==> src/rtl/pipe_ctrl_if.sv <==
// Pipeline-control bus between the core stages and pipe_ctrl.
// The master side is the pipeline. It raises requests and exceptions and receives stall/flush/redirect.
interface pipe_ctrl_if;
  logic        stallreq_from_id;
  logic        stallreq_from_ex;
  logic        stallreq_from_mem;
  logic [31:0] excepttype_i;
  logic [31:0] cp0_epc_i;
  logic [5:0]  stall;
  logic        flush;
  logic [31:0] new_pc;
  logic [31:0] stall_cycles;
  logic        stall_timeout;

  modport master (
    output stallreq_from_id, stallreq_from_ex, stallreq_from_mem,
    output excepttype_i, cp0_epc_i,
    input  stall, flush, new_pc, stall_cycles, stall_timeout
  );

  modport slave (
    input  stallreq_from_id, stallreq_from_ex, stallreq_from_mem,
    input  excepttype_i, cp0_epc_i,
    output stall, flush, new_pc, stall_cycles, stall_timeout
  );
endinterface

==> src/rtl/pipe_ctrl.sv <==
// Five-stage pipeline control: stall merge, exception flush/redirect with post-flush hold-off,
// stall-cycle performance counter and a sticky runaway-stall watchdog.
module pipe_ctrl #(
  parameter int unsigned HOLDOFF_CYC = 2,
  parameter int unsigned STALL_LIMIT = 255,
  parameter logic [31:0] EXC_VECTOR  = 32'h0000_0020
) (
  input logic         clk,
  input logic         rst,
  pipe_ctrl_if.slave  bus
);

  localparam int unsigned HCNT_W    = 4;
  localparam int unsigned WCNT_W    = 16;
  localparam int unsigned CYC_W     = 32;
  localparam int unsigned STALL_W   = 6;
  localparam logic [31:0] ERET_CODE = 32'h0000_000e;

  localparam logic [STALL_W-1:0] STALL_MEM  = 6'b011111;
  localparam logic [STALL_W-1:0] STALL_EX   = 6'b001111;
  localparam logic [STALL_W-1:0] STALL_ID   = 6'b000111;
  localparam logic [STALL_W-1:0] STALL_NONE = 6'b000000;

  localparam logic [HCNT_W-1:0] HCNT_LOAD = HCNT_W'(HOLDOFF_CYC - 1);
  localparam logic [WCNT_W-1:0] WCNT_TRIP = WCNT_W'(STALL_LIMIT - 1);

  typedef enum logic {
    IDLE = 1'b0,
    HOLD = 1'b1
  } state_t;

  state_t              state;
  logic [HCNT_W-1:0]   hcnt;
  logic [WCNT_W-1:0]   wcnt;
  logic [CYC_W-1:0]    stall_cycles_q;
  logic                stall_timeout_q;

  logic                exc_take_c;
  logic [STALL_W-1:0]  stall_c;
  logic                flush_c;
  logic [31:0]         new_pc_c;

  // Combinational stall/flush/redirect; an exception in IDLE outranks every stall request.
  always_comb begin
    exc_take_c = 1'b0;
    stall_c    = STALL_NONE;
    flush_c    = 1'b0;
    new_pc_c   = 32'h0;
    if (state == IDLE) begin
      if (bus.excepttype_i != 32'h0) begin
        exc_take_c = 1'b1;
        flush_c    = 1'b1;
        new_pc_c   = (bus.excepttype_i == ERET_CODE) ? bus.cp0_epc_i : EXC_VECTOR;
      end else if (bus.stallreq_from_mem) begin
        stall_c = STALL_MEM;
      end else if (bus.stallreq_from_ex) begin
        stall_c = STALL_EX;
      end else if (bus.stallreq_from_id) begin
        stall_c = STALL_ID;
      end
    end
  end

  // Flush/hold-off FSM. The hold-off counter sits at zero outside HOLD.
  always_ff @(posedge clk or negedge rst) begin
    if (!rst) begin
      state <= IDLE;
      hcnt  <= '0;
    end else begin
      case (state)
        IDLE: begin
          if (exc_take_c) begin
            state <= HOLD;
            hcnt  <= HCNT_LOAD;
          end
        end
        HOLD: begin
          if (hcnt == '0) begin
            state <= IDLE;
          end else begin
            hcnt <= hcnt - HCNT_W'(1);
          end
        end
        default: begin
          state <= IDLE;
          hcnt  <= '0;
        end
      endcase
    end
  end

  // Watchdog: consecutive stalled cycles. Any unstalled cycle, including HOLD and flush cycles, restarts it.
  always_ff @(posedge clk or negedge rst) begin
    if (!rst) begin
      wcnt            <= '0;
      stall_timeout_q <= 1'b0;
    end else if (stall_c != STALL_NONE) begin
      if (wcnt != '1) begin
        wcnt <= wcnt + WCNT_W'(1);
      end
      if (wcnt == WCNT_TRIP) begin
        stall_timeout_q <= 1'b1;
      end
    end else begin
      wcnt <= '0;
    end
  end

  // Saturating count of cycles in which the EX stage is held.
  always_ff @(posedge clk or negedge rst) begin
    if (!rst) begin
      stall_cycles_q <= '0;
    end else if (stall_c[3] && (stall_cycles_q != '1)) begin
      stall_cycles_q <= stall_cycles_q + CYC_W'(1);
    end
  end

  assign bus.stall         = stall_c;
  assign bus.flush         = flush_c;
  assign bus.new_pc        = new_pc_c;
  assign bus.stall_cycles  = stall_cycles_q;
  assign bus.stall_timeout = stall_timeout_q;

endmodule
==> src/flat_wrapper.sv <==
// flat-port wrapper written by rule: the top's interface ports become plain ports
module pipe_ctrl_flat 
#(
  parameter int unsigned HOLDOFF_CYC = 2,
  parameter int unsigned STALL_LIMIT = 255,
  parameter logic [31:0] EXC_VECTOR  = 32'h0000_0020
)
  (clk, rst, bus_stallreq_from_id, bus_stallreq_from_ex, bus_stallreq_from_mem, bus_excepttype_i, bus_cp0_epc_i, bus_stall, bus_flush, bus_new_pc, bus_stall_cycles, bus_stall_timeout);
  pipe_ctrl_if bus_i ();
  input logic clk;
  input logic rst;
  input wire logic [$bits(bus_i.stallreq_from_id)-1:0] bus_stallreq_from_id;
  input wire logic [$bits(bus_i.stallreq_from_ex)-1:0] bus_stallreq_from_ex;
  input wire logic [$bits(bus_i.stallreq_from_mem)-1:0] bus_stallreq_from_mem;
  input wire logic [$bits(bus_i.excepttype_i)-1:0] bus_excepttype_i;
  input wire logic [$bits(bus_i.cp0_epc_i)-1:0] bus_cp0_epc_i;
  output wire logic [$bits(bus_i.stall)-1:0] bus_stall;
  output wire logic [$bits(bus_i.flush)-1:0] bus_flush;
  output wire logic [$bits(bus_i.new_pc)-1:0] bus_new_pc;
  output wire logic [$bits(bus_i.stall_cycles)-1:0] bus_stall_cycles;
  output wire logic [$bits(bus_i.stall_timeout)-1:0] bus_stall_timeout;
  assign bus_i.stallreq_from_id = bus_stallreq_from_id;
  assign bus_i.stallreq_from_ex = bus_stallreq_from_ex;
  assign bus_i.stallreq_from_mem = bus_stallreq_from_mem;
  assign bus_i.excepttype_i = bus_excepttype_i;
  assign bus_i.cp0_epc_i = bus_cp0_epc_i;
  assign bus_stall = bus_i.stall;
  assign bus_flush = bus_i.flush;
  assign bus_new_pc = bus_i.new_pc;
  assign bus_stall_cycles = bus_i.stall_cycles;
  assign bus_stall_timeout = bus_i.stall_timeout;
  pipe_ctrl #(.HOLDOFF_CYC(HOLDOFF_CYC), .STALL_LIMIT(STALL_LIMIT), .EXC_VECTOR(EXC_VECTOR)) u_core (.clk(clk), .rst(rst), .bus(bus_i));
endmodule
==> config.mk <==
export PLATFORM = sky130hd
export DESIGN_NAME = pipe_ctrl_flat
export DESIGN_NICKNAME = d
export VERILOG_FILES = /design/src/rtl/pipe_ctrl_if.sv /design/src/rtl/pipe_ctrl.sv /design/src/flat_wrapper.sv
export SDC_FILE = /design/constraint.sdc
export NUM_CORES = 1
export LEC_CHECK = 0
export CAP_MARGIN = 20
export CORE_UTILIZATION = 25
export CTS_CLUSTER_SIZE = 8
export DETAILED_ROUTE_END_ITERATION = 8
export SYNTH_ARGS = -nofsm -noshare
export SYNTH_HDL_FRONTEND = slang
export SYNTH_SLANG_ARGS = --single-unit
export TNS_END_PERCENT = 100
==> constraint.sdc <==
create_clock -name clk -period 2.45 [get_ports clk]
set_input_delay 0.3675 -clock clk [delete_from_list [all_inputs] [get_ports clk]]
set_output_delay 0.3675 -clock clk [all_outputs]
set_load 0.01 [all_outputs]
==> metrics.md <==
| Metric | Value |
|---|---|
| Slew @ Worst Pin | 0.515 ns |
| Adder-Cell Fraction of Synth Area | 0.0156 |
| Clk_lat worst skew | about 0.28 ns |
| Io pins | between 100 and 150 |
| Initial cell density of the core | 0.256 |
| Critical Path RT | between 2 and 2.5 ns |
| Fin util | 0.412 |
| Reg2reg setup slack | between 0.3 and 0.4 ns |
| Status | completed |
| DR DRC count | 0 |
| Root Buffer | clkbuf_16 |
| Share of the yosys chip area belonging to registers | 0.420 |
| Worst R2R End | u_core.bus.stall_cycles[18] |
| Critical path's slowest cell | nor4_2 |
| # rows | 41 |
| Crit path cell chain | dlygate4sd2_1 -> nor4_2 -> nand4_2 -> buf_6 -> nor4_4 -> buf_4 -> buf_6 -> buf_8 -> and2_4 -> buf_6 |
| GRT Residual Overflow | 0 |
| Vias in the first global route | approximately 3.1k |
| Area Growth Syn to Fin | 60.9% |
| Worst path most repeated cell | buf_6 |
| Syn_area_per_cell | 9.41 µm² |
| Synth Warn # | 0 |
| Mux cell area share after synthesis | 0.00467 |
| FF-to-FF Start | u_core.bus.stall_cycles[0] |
| Port bufs | 139 |
| Cell count after synthesis | between 300 and 400 |
| Core footprint | about 13000 µm² |
| RSZ-0062 raised after global routing | no |
| Total track usage | 0.144 |
| Hold Fails Final Rpt | 0 |
| Fin crit share | 0.974 |
| Leakage | ~2.2 nW |
| Max Clk Rate | 419 MHz |
| Dominant synthesized flop cell | dfrtp_1 |
| Placement Setup Slack | -0.557 ns |
| XOR/XNOR Fraction of Synth Area | 0.125 |
| DRT Pass-1 Iters | 4 |
| Die height | approximately 120 µm |
| TritonCTS clock tree | done |
| Ys async rst share | 1.00 |
| Seq cells post-synth | 54 |
| Synthesized net count | a little over 400 |
| First-pass GRT wire length | around 15000 µm |
| Clock buffer depth | 2 |
| Distinct cells, synth | 46 |
| Post-Synth Simple-Gate Area | 0.353 |
| Die width | around 120 µm |
| Largest family of logic cells by synthesized area | simple AND/OR/NAND/NOR gates |
| TritonCTS buffer count | 5 |
| Post-Layout Cell Count | 675 |
| Final ANT Viol Nets | 0 |
| Fillers | roughly 1.2k |
| Complex-gate fraction of the synthesized area | 0.0373 |
| H-tree levels | 2 |
| Worst Clk Skew | between 0.005 and 0.006 ns |
| Max FO, Critical Path | 8 |
| ANT cells | 0 |
| Rel. slew slack | 0.657 |
| Crit path largest cell delay | about 0.28 ns |
| Top post-synthesis cells by area | dfrtp_1, xnor2_1, and2_1, nand4_1, nand3_1 |
| Routed wire length | 9450 µm |
| Drt wl/cell | approximately 14 µm |
| Crit path time final | about 2.4 ns |
| Post-synth EDFFs | 0 |
| Largest net degree at the start of global routing | 31 |
| Worst Setup End Kind | output pin |
| Die area | approximately 13000 µm² |
| PD cells | approximately 350 nW/µm² |
| Post-synthesis instance area | between 3000 and 4000 µm² |
| Commonest cells post-synth | dfrtp_1, xnor2_1, and2_1, nor2_1, nand3_1 |
| CP startpoint kind | input port |
| HPWL Detailed | approximately 7000 µm |
| Placed insts | between 600 and 700 |
| Max Slew Vio Count | 0 |
| Drt first-iter violations | 100 |
| Yosys top cell area share | 0.420 |
| Critical path data arrival time | between 2 and 2.5 ns |
| Vias per cell | between 4 and 5 |
| Area leader, netlist | dfrtp_1 |
| Post-route setup slack | 0.0627 ns |
| Peak supply drop | approximately 0.25 mV |
| Max Cap Viol | 0 |
| Via count | a little over 3k |
| Count leader, synth | dfrtp_1 |
| Clk sinks | 54 |
| Worst min path class | input port to async pin |
| Clock transition at the registers of the reported paths | around 0.070 ns |
| Initial antenna violation count | 0 |
| Fraction of layout cells with a size suffix above 1 | 0.233 |
| Crit Path Class | input port to output pin |
| Setup Viol. Count Final | 0 |
| Final nets | between 500 and 600 |
| FF-to-FF path depth | 7 |
| Routability congestion estimate | about 0.80 |
area by class of cell:
type	count	area, µm²	share of cell area
multi-input combinational	262	1860	0.359
timing repair buffer	168	1540	0.297
sequential	54	1350	0.261
tap	172	215	0.0416
clock buffer	6	139	0.0268
inverter	12	45.0	0.00870
clock inverter	1	30.0	0.00580
sequential cells by signal, summed over array words and instances (netlist names):
name,flops
u_core.bus.stall_cycles,32
u_core.bus.stall_timeout,1
u_core.hcnt,4
u_core.state,1
u_core.wcnt,16
per-layer routing:
metal	track usage	part of all wire
met2	0.271	0.54
met3	0.0303	0.060
met5	0	0
met4	0.0268	0.0036
met1	0.168	0.40
worst max-delay path: cells and delay by family:
kind	cells	cell delay (ns)
buffers and inverters	6	0.91
and+or+nand+nor	4	0.73
how the worst max path moves through the flow:
stage	start	to	cells past startpoint
finish	bus_excepttype_i[22]	bus_new_pc[28]	10
global route	bus_excepttype_i[22]	bus_new_pc[30]	10
CTS	bus_excepttype_i[22]	bus_stall[0]	10
detailed placement	bus_excepttype_i[0]	bus_new_pc[29]	7
global placement	bus_excepttype_i[0]	bus_new_pc[20]	7
floorplan	bus_excepttype_i[21]	bus_stall[1]	7
through the flow:
| step | setup TNS [ns] | cell area, µm² | total power, W | hold WS [ns] |
|---|---|---|---|---|
| 2_1_floorplan | 0 | 3220 | 0.000917 | 0.0719 |
| 3_3_place_gp | -24.62 | 4850 | 0.00105 | 0.370 |
| 3_5_place_dp | -26.82 | 4850 | 0.00105 | 0.369 |
| 4_1_cts | 0 | 5040 | 0.00185 | 0.0632 |
| 5_1_grt | 0 | 5180 | 0.00191 | 0.0783 |
| 6_report | 0 | 5180 | 0.00183 | 0.0463 |
power breakdown:
part | total [W] | switching (W) | internal, W
Sequential | 0.000891 | 0.000000000000424 | 0.000891
Combinational | 0.000137 | 0.0000519 | 0.0000855
Clock | 0.000802 | 0.000298 | 0.000505
Total | 0.00183 | 0.000349 | 0.00148
cells in the final DEF (no fill, tap or decap), types with 7 or more instances in the layout:
cell type	synthesis	layout
buf_2	1	18
nand2_1	15	15
nand4_1	21	21
and3_1	13	13
nor2_1	32	31
dlygate4sd2_1	0	19
and2_4	0	14
inv_1	12	11
nor3_1	16	15
clkbuf_2	0	7
buf_4	3	21
nand3_1	26	26
buf_6	1	22
clkdlybuf4s50_1	0	71
and2_1	35	21
dfrtp_1	54	54
xnor2_1	41	41
what timing repair did:
item	4_1_cts	5_1_grt
hold buffers	0	0
pin swaps	12	12
buffers inserted	10	2
endpoints found under the setup margin	42	27
resized for setup	179	62
gates cloned	3	0
cells by family after synthesis:
kind of cell / after synthesis
adders and majority gates: 4
muxes: 1
AOI/OAI and AO/OA: 17
buffers and inverters: 26
other: 1
xor gates and xnor gates: 46
DFF: 54
and+or+nand+nor: 193
Note: power is estimated with default switching activity, not from simulation.
